### config.mk
export PLATFORM = sky130hd
export DESIGN_NAME = lc3_writeback
export DESIGN_NICKNAME = d
export VERILOG_FILES = /design/src/rtl/lc3_writeback.sv
export SDC_FILE = /design/constraint.sdc
export NUM_CORES = 1
export LEC_CHECK = 0
export ABC_AREA = 1
export BUFFER_PORTS_ARGS = -buffer_cell sky130_fd_sc_hd__buf_2
export CAP_MARGIN = 20
export CORE_ASPECT_RATIO = 1.5
export CORE_UTILIZATION = 54
export CTS_CLUSTER_DIAMETER = 150
export DETAILED_ROUTE_END_ITERATION = 10
export GPL_TIMING_DRIVEN = 0
export HOLD_SLACK_MARGIN = 0.12
export PLACE_DENSITY = 0.95
export SLEW_MARGIN = 0
export SYNTH_ARGS = -nofsm -noshare
export SYNTH_HDL_FRONTEND = slang
export SYNTH_SLANG_ARGS = --single-unit
export TNS_END_PERCENT = 20
### constraint.sdc
create_clock -name clock -period 4.5 [get_ports clock]
set_input_delay 0.9 -clock clock [delete_from_list [all_inputs] [get_ports clock]]
set_output_delay 0.9 -clock clock [all_outputs]
set_load 0.03 [all_outputs]
### src/rtl/lc3_writeback.sv
// lc3_writeback: write-side driver for the LC3 8x16 register file.
//
// Completed results arrive over wb_valid/wb_ready, the writeback source is
// picked by W_Control at enqueue, and entries sit in an in-order queue of
// DEPTH slots. One entry per cycle drains into the registered wr/dr/din
// register-file port. The block also owns the NZP condition codes and
// reports read-after-write hazards for the decode source registers.
//
// Ports:
//   clock, reset          clock; synchronous active-high reset
//   wb_valid / wb_ready   upstream handshake (ready = count < DEPTH)
//   W_Control             0 aluout, 1 memout, 2 pcout, 3 npc
//   aluout/memout/pcout/npc  candidate result values
//   dr_in, set_cc         destination register, update-NZP flag
//   hold                  freeze draining
//   sr1, sr2              decode sources for hazard checks
//   wr, dr, din           register-file write port (registered)
//   psr                   {N,Z,P} (registered)
//   hazard1, hazard2      source matches a queued destination (comb)
//   count                 occupied entries
//   fwd1_*/fwd2_*         youngest queued data per source (LC3_WB_BYPASS_EN)
//
// Optional feature macro: LC3_WB_BYPASS_EN

// Per-entry destination compare against both decode sources.
module lc3_wb_match (
  input  logic       vld,
  input  logic [2:0] dr,
  input  logic [2:0] sr1,
  input  logic [2:0] sr2,
  output logic       m1,
  output logic       m2
);
  assign m1 = vld && (dr == sr1);
  assign m2 = vld && (dr == sr2);
endmodule

module lc3_writeback #(
  parameter int DEPTH  = 2,
  parameter int DATA_W = 16
) (
  input  logic                     clock,
  input  logic                     reset,
  input  logic                     wb_valid,
  output logic                     wb_ready,
  input  logic [1:0]               W_Control,
  input  logic [DATA_W-1:0]        aluout,
  input  logic [DATA_W-1:0]        memout,
  input  logic [DATA_W-1:0]        pcout,
  input  logic [DATA_W-1:0]        npc,
  input  logic [2:0]               dr_in,
  input  logic                     set_cc,
  input  logic                     hold,
  input  logic [2:0]               sr1,
  input  logic [2:0]               sr2,
  output logic                     wr,
  output logic [2:0]               dr,
  output logic [DATA_W-1:0]        din,
  output logic [2:0]               psr,
  output logic                     hazard1,
  output logic                     hazard2,
`ifdef LC3_WB_BYPASS_EN
  output logic                     fwd1_valid,
  output logic [DATA_W-1:0]        fwd1_data,
  output logic                     fwd2_valid,
  output logic [DATA_W-1:0]        fwd2_data,
`endif
  output logic [$clog2(DEPTH):0]   count
);
  localparam int AW = $clog2(DEPTH);

  typedef struct packed {
    logic [2:0]        dr;
    logic              cc;
    logic [DATA_W-1:0] data;
  } wb_entry_t;

  wb_entry_t [DEPTH-1:0] q;
  logic [DEPTH-1:0]      q_vld;
  logic [AW-1:0]         wptr, rptr;
  logic [DATA_W-1:0]     wdata;
  logic                  push, pop;
  logic [DEPTH-1:0]      m1, m2;

  function automatic logic [2:0] nzp(input logic [DATA_W-1:0] d);
    if (d[DATA_W-1])  return 3'b100;
    else if (d == '0) return 3'b010;
    else              return 3'b001;
  endfunction

  // Source mux resolved at enqueue so later input changes cannot leak in.
  always_comb begin
    wdata = aluout;
    unique case (W_Control)
      2'd0: wdata = aluout;
      2'd1: wdata = memout;
      2'd2: wdata = pcout;
      2'd3: wdata = npc;
    endcase
  end

  // Ready depends only on registered count: no ready-from-drain path.
  assign wb_ready = (count < (AW+1)'(DEPTH));
  assign push     = wb_valid && wb_ready;
  // Only entries already resident can drain, so no same-edge fall-through.
  assign pop      = (count != '0) && !hold;

  // push and pop never address the same slot: push needs a free slot,
  // pop needs an occupied one, and they share an index only when empty/full.
  always_ff @(posedge clock) begin
    if (reset) begin
      q     <= '0;
      q_vld <= '0;
      wptr  <= '0;
      rptr  <= '0;
      count <= '0;
      wr    <= 1'b0;
      dr    <= '0;
      din   <= '0;
      psr   <= 3'b010;
    end else begin
      if (push) begin
        q[wptr]     <= '{dr: dr_in, cc: set_cc, data: wdata};
        q_vld[wptr] <= 1'b1;
        wptr        <= wptr + 1'b1;
      end
      if (pop) begin
        q_vld[rptr] <= 1'b0;
        rptr        <= rptr + 1'b1;
        wr          <= 1'b1;
        dr          <= q[rptr].dr;
        din         <= q[rptr].data;
        if (q[rptr].cc) psr <= nzp(q[rptr].data);
      end else begin
        wr <= 1'b0;
      end
      case ({push, pop})
        2'b10:   count <= count + 1'b1;
        2'b01:   count <= count - 1'b1;
        default: count <= count;
      endcase
    end
  end

  for (genvar g = 0; g < DEPTH; g++) begin : g_match
    lc3_wb_match u_match (
      .vld (q_vld[g]),
      .dr  (q[g].dr),
      .sr1 (sr1),
      .sr2 (sr2),
      .m1  (m1[g]),
      .m2  (m2[g])
    );
  end

  assign hazard1 = |m1;
  assign hazard2 = |m2;

`ifdef LC3_WB_BYPASS_EN
  // Walk oldest to youngest; the last match assigned is the youngest.
  always_comb begin
    logic [AW-1:0] idx;
    idx       = '0;
    fwd1_data = '0;
    fwd2_data = '0;
    for (int i = 0; i < DEPTH; i++) begin
      idx = rptr + AW'(i);
      if (m1[idx]) fwd1_data = q[idx].data;
      if (m2[idx]) fwd2_data = q[idx].data;
    end
  end

  assign fwd1_valid = hazard1;
  assign fwd2_valid = hazard2;
`endif

endmodule

# == Yosys cells after proc, flatten, opt, wreduce, memory -nomap -nowiden ==
# Cells that the tools add are included.
# totals
input_bits,80
output_inout_bits,28
wordCells,68
regBits,69
# classes
order_cmp,5
reduce_logical,16
n_mux,17
bitwise_logic,3
n_addsub,4
eq_ne,9
# op_table
cell,count
16-bit case mux with 4 select lines,1
20-bit two-way mux,3
40-bit bitwise mux,1
20-bit demux with 1-bit select,1
16-bit zero test,1
3-bit == test,4
1-bit logical AND,8
2-bit two-way mux,4
2-bit == test (second input constant),3
2-bit by 1-bit == test with 1-bit output (second input constant),2
1-bit by 2-bit less-than comparator with 1-bit output (second input constant),2
2-bit case mux with 2 select lines,1
2-bit nonzero test,2
2-bit OR reduction,2
1-bit two-way mux,3
3-bit two-way mux,1
1-bit adder (second input constant),2
2-bit by 1-bit adder with 2-bit output (second input constant),1
2-bit bitwise AND,1
1-bit demux with 1-bit select,2
1-bit >= comparator (second input constant),2
2-bit zero test,1
2-bit less-than comparator (second input constant),1
2-bit inverter,1
other kinds (4),4

# == Longest topological paths before layout ==
# depth
ltp_word,9
mapped_depth,10
ltp_nobuf,9

# == Modules after synthesis ==
# From an unflattened synthesis, not the netlist that was laid out.
# unflattened
hier_cells,486
area_unflattened_um2,3344.5
# modules_own_cells
mod,cells_each,area_per_inst_um2,instances,seq_area_each_um2
lc3_writeback,426,3109.2,1,1381.3
lc3_wb_match,30,117.6,2,0.0

# == Worst setup path before layout ==
# Ideal clock, no wire load.
# synth_timing
path_kind,input port to output port
from,input port sr2[1]
to,output port hazard2
required_time_ns,3.600
path_buffers,0
t_arrival_ns,1.868
path_stages,2
slack_ns,1.732
cell_sequence,xor2_1 o32ai_1
# synth_between
elab_chain_len,3
word_cells_on_any_way,5
classes_between,2 x eq/ne; 3 x reduce/logical
# synth_rtl
element,line_no,source
"start, declared",55,"input logic [2:0] sr2,"
3-bit == test,35,assign m2 = vld && (dr == sr2);
1-bit logical AND,35,
2-bit OR reduction *,157,assign hazard2 = |m2;
"end, declared",61,"output logic hazard2,"
# Every way passes the cells marked *; elsewhere a longest branch is shown, timed or not.

# == Worst setup path after layout ==
# layout_timing
from,input port sr1[0]
to,output port hazard1
# layout_between
elab_chain_len,3
word_cells_on_any_way,5
classes_between,2 x eq/ne; 3 x reduce/logical
# layout_rtl
element,line_no,source
"start, declared",54,"input logic [2:0] sr1,"
3-bit == test,34,assign m1 = vld && (dr == sr1);
1-bit logical AND,34,
2-bit OR reduction *,156,assign hazard1 = |m1;
"end, declared",60,"output logic hazard1,"
# Marks and branches as above.

==> results.py <==
metrics = {
    "critical_path": {
        "critPathKind": "input pin to output port",
        "crit_chain": "buf_2 -> inv_1 -> o21ai_0 -> a21oi_1 -> o2111ai_1 -> o21ai_0 -> buf_2",
        "max_stage_delay_ns": 0.22,
        "cp_slowest_cell": "buf_2",
        "arrival_ns": 1.73,
        "start_kind": "input pin",
        "setup.worst_path.end_class": "output port",
        "worst-path-max-fanout": 3,
        "required_ns": 3.60,
        "r2r_cells": 8,
    },
    "cts": {
        "cts_resized": 0,
        "clkTransAtPathRegs_ns": 0.07,
        "cts.path.max_buffers": 2,
        "clkSinkCount": 69,
        "cts_tree": "done",
        "root_buffer": "clkbuf_8",
        "hold_buffers": 0,
        "clk-insertion-delay-late_ns": 0.36,
        "numCtsBuffers": 9,
        "htreeDepth": 3,
        "cts_setup_buffers": 0,
    },
    "final_layout": {
        "drive_above_1_share": 0.269,
        "layout_common_cells": "132 x nand2_1, 115 x buf_2, 69 x dfxtp_1, 48 x o21ai_0, 48 x nor2_1",
        "diodes": 0,
        "mostFrequentLayoutCell": "nand2_1",
        "layoutNonFillerInstCount": 641,
        "final_nets": 645,
        "synthToLayoutAreaGrowth_pct": 26.5,
    },
    "floorplanning": {
        "die_h_um": 96.3,
        "coreArea_mm2": 0.00574,
        "num_io_pins": 108,
        "placementRows": 34,
        "fp.dieW_um": 64.9,
        "start_util": 0.558,
        "dieArea_mm2": 0.00625,
    },
    "timing": {
        "setup_ws_ns": 1.87,
        "holdWs_ns": 0.479,
        "max_freq_mhz": 380,
        "fin_crit_sh": 0.585,
        "clock_skew_ns": 0.0133,
        "report.final.hold_viol_count": 0,
        "worst_slew_pin_slew_ns": 0.471,
        "maxSlewViolCount": 0,
        "setup_violations": 0,
        "relSlewSlack": 0.686,
        "rsz0062_at_grt": "no",
        "setup_tns_ns": 0,
        "fin_crit_ns": 2.63,
    },
    "run_status": {
        "outcome": "complete, no violations",
    },
    "logic_synthesis": {
        "synthCells": 446,
        "yosys.cell_types.count": 29,
        "synthArstFlopShare": 0,
        "syn_area_per_cell_um2": 7.18,
        "yosysWarnings": 0,
        "synth_ff_type": "dfxtp_1",
        "synth_area_mm2": 0.00320,
        "synth_nets": 527,
        "synth_seq_cells": 69,
        "yosysSeqAreaShare": 0.431,
        "synth_edf_count": 0,
    },
    "worst_hold_path": {
        "min_path_cells": 2,
        "hold_path.class": "flip-flop to flip-flop",
    },
    "placement": {
        "gp_congestion": 0.871,
        "dp.cells": 625,
        "dp_hpwl_mm": 6.62,
        "port_buffers": 107,
        "place_ws_ns": 1.89,
    },
    "detailed_routing": {
        "vias": 3431,
        "dr.pass1.iters": 5,
        "detail-route-antenna-nets": 0,
        "wirelength_mm": 8.71,
        "route.detailed.drc": 0,
        "drtIter0Drc": 241,
        "via_per_inst": 5.35,
        "wl_per_cell_um": 13.6,
    },
    "grt": {
        "grt_pass1_wl_mm": 14.0,
        "gr-total-overflow": 0,
        "grt_start_max_net_pins": 13,
        "grt_antenna_before_repair": 0,
        "grt_pass1_vias": 3152,
        "grt.total_usage": 0.295,
    },
    "power_and_ir_drop": {
        "cellLeakagePower_nw": 1.99,
        "power_density_mw_per_mm2": 518,
        "ir_worst_vdd_v": 0.000305,
    },
    "job": {
        "drv_cap": 0,
    },
}
report_power, final:
group / leakage, nW / switching [mW] / internal, mW
Sequential: 0.565 / 0.0714 / 0.732
Combinational: 1.31 / 0.492 / 0.244
Clock: 0.112 / 0.236 / 0.326
Total: 1.99 / 0.799 / 1.30
layout make-up:
type / instances / area, um^2
fillers: 462 / 1690
multi-input cells: 323 / 1580
flip-flops and latches: 69 / 1380
repair buffers: 107 / 536
clock buffers: 10 / 138
inverters: 35 / 131
plain buffers: 19 / 111
well taps: 72 / 90.1
clock inverters: 6 / 86.3
sequential cells by signal (all words and copies together) (netlist names):
register / count
wptr: 1
psr: 3
rptr: 1
count: 2
dr: 3
wr: 1
q_vld: 2
din: 16
q: 40
worst max-delay path: cells and delay by family:
| kind | cells | cell delay [ns] |
|---|---|---|
| AOI/OAI and AO/OA | 4 | 0.44 |
| buffers and inverters | 3 | 0.39 |
layer usage:
metal  up-vias  share of wire  track usage
met5         -              0            0
met1      1553           0.39        0.323
li1       1695              -            -
met2       162           0.52        0.529
met3        21          0.065       0.0533
met4         0          0.029        0.163
kinds of logic after synthesis:
| kind of cell | Yosys count | synth area share |
|---|---|---|
| AND/OR/NAND/NOR | 209 | 0.268 |
| buffers and inverters | 54 | 0.0758 |
| XOR/XNOR | 8 | 0.0219 |
| adder cells (fa/ha/maj) | 1 | 0.00391 |
| flip-flops | 69 | 0.431 |
| AO/OA/AOI/OAI | 105 | 0.199 |
synthesized netlist by cell type (all sizes together), types with 3 or more instances:
| cell type | number | share of area |
|---|---|---|
| a21oi | 22 | 0.034 |
| nand2 | 134 | 0.16 |
| o21ai | 49 | 0.078 |
| nor2 | 54 | 0.071 |
| xor2 | 4 | 0.011 |
| a31oi | 3 | 0.0059 |
| a22o | 16 | 0.044 |
| dfxtp | 69 | 0.43 |
| nand4 | 13 | 0.025 |
| buf | 13 | 0.028 |
| nand3 | 6 | 0.0094 |
| o21bai | 11 | 0.027 |
| inv | 35 | 0.041 |
| xnor2 | 4 | 0.011 |
| clkbuf | 6 | 0.0070 |
stage by stage:
stage / power, mW / utilization / instance area [um^2]
final: 2.10 / 0.706 / 4050
after global routing: 2.22 / 0.706 / 4050
after CTS: 2.10 / 0.706 / 4050
after detailed placement: 1.54 / 0.667 / 3830
after global placement: 1.51 / 0.667 / 3830
after floorplan: 1.32 / - / 3200
worst paths after layout:
| path | endpoint | slack, ns | start |
|---|---|---|---|
| worst max register to register | count[1] | 2.62 | count[0] |
| worst max-delay path | hazard1 | 1.87 | sr1[0] |
| worst min register to register | psr[0] | 0.48 | psr[0] |
| worst min-delay path | psr[0] | 0.48 | psr[0] |
Note: power is estimated with default switching activity, not from simulation.
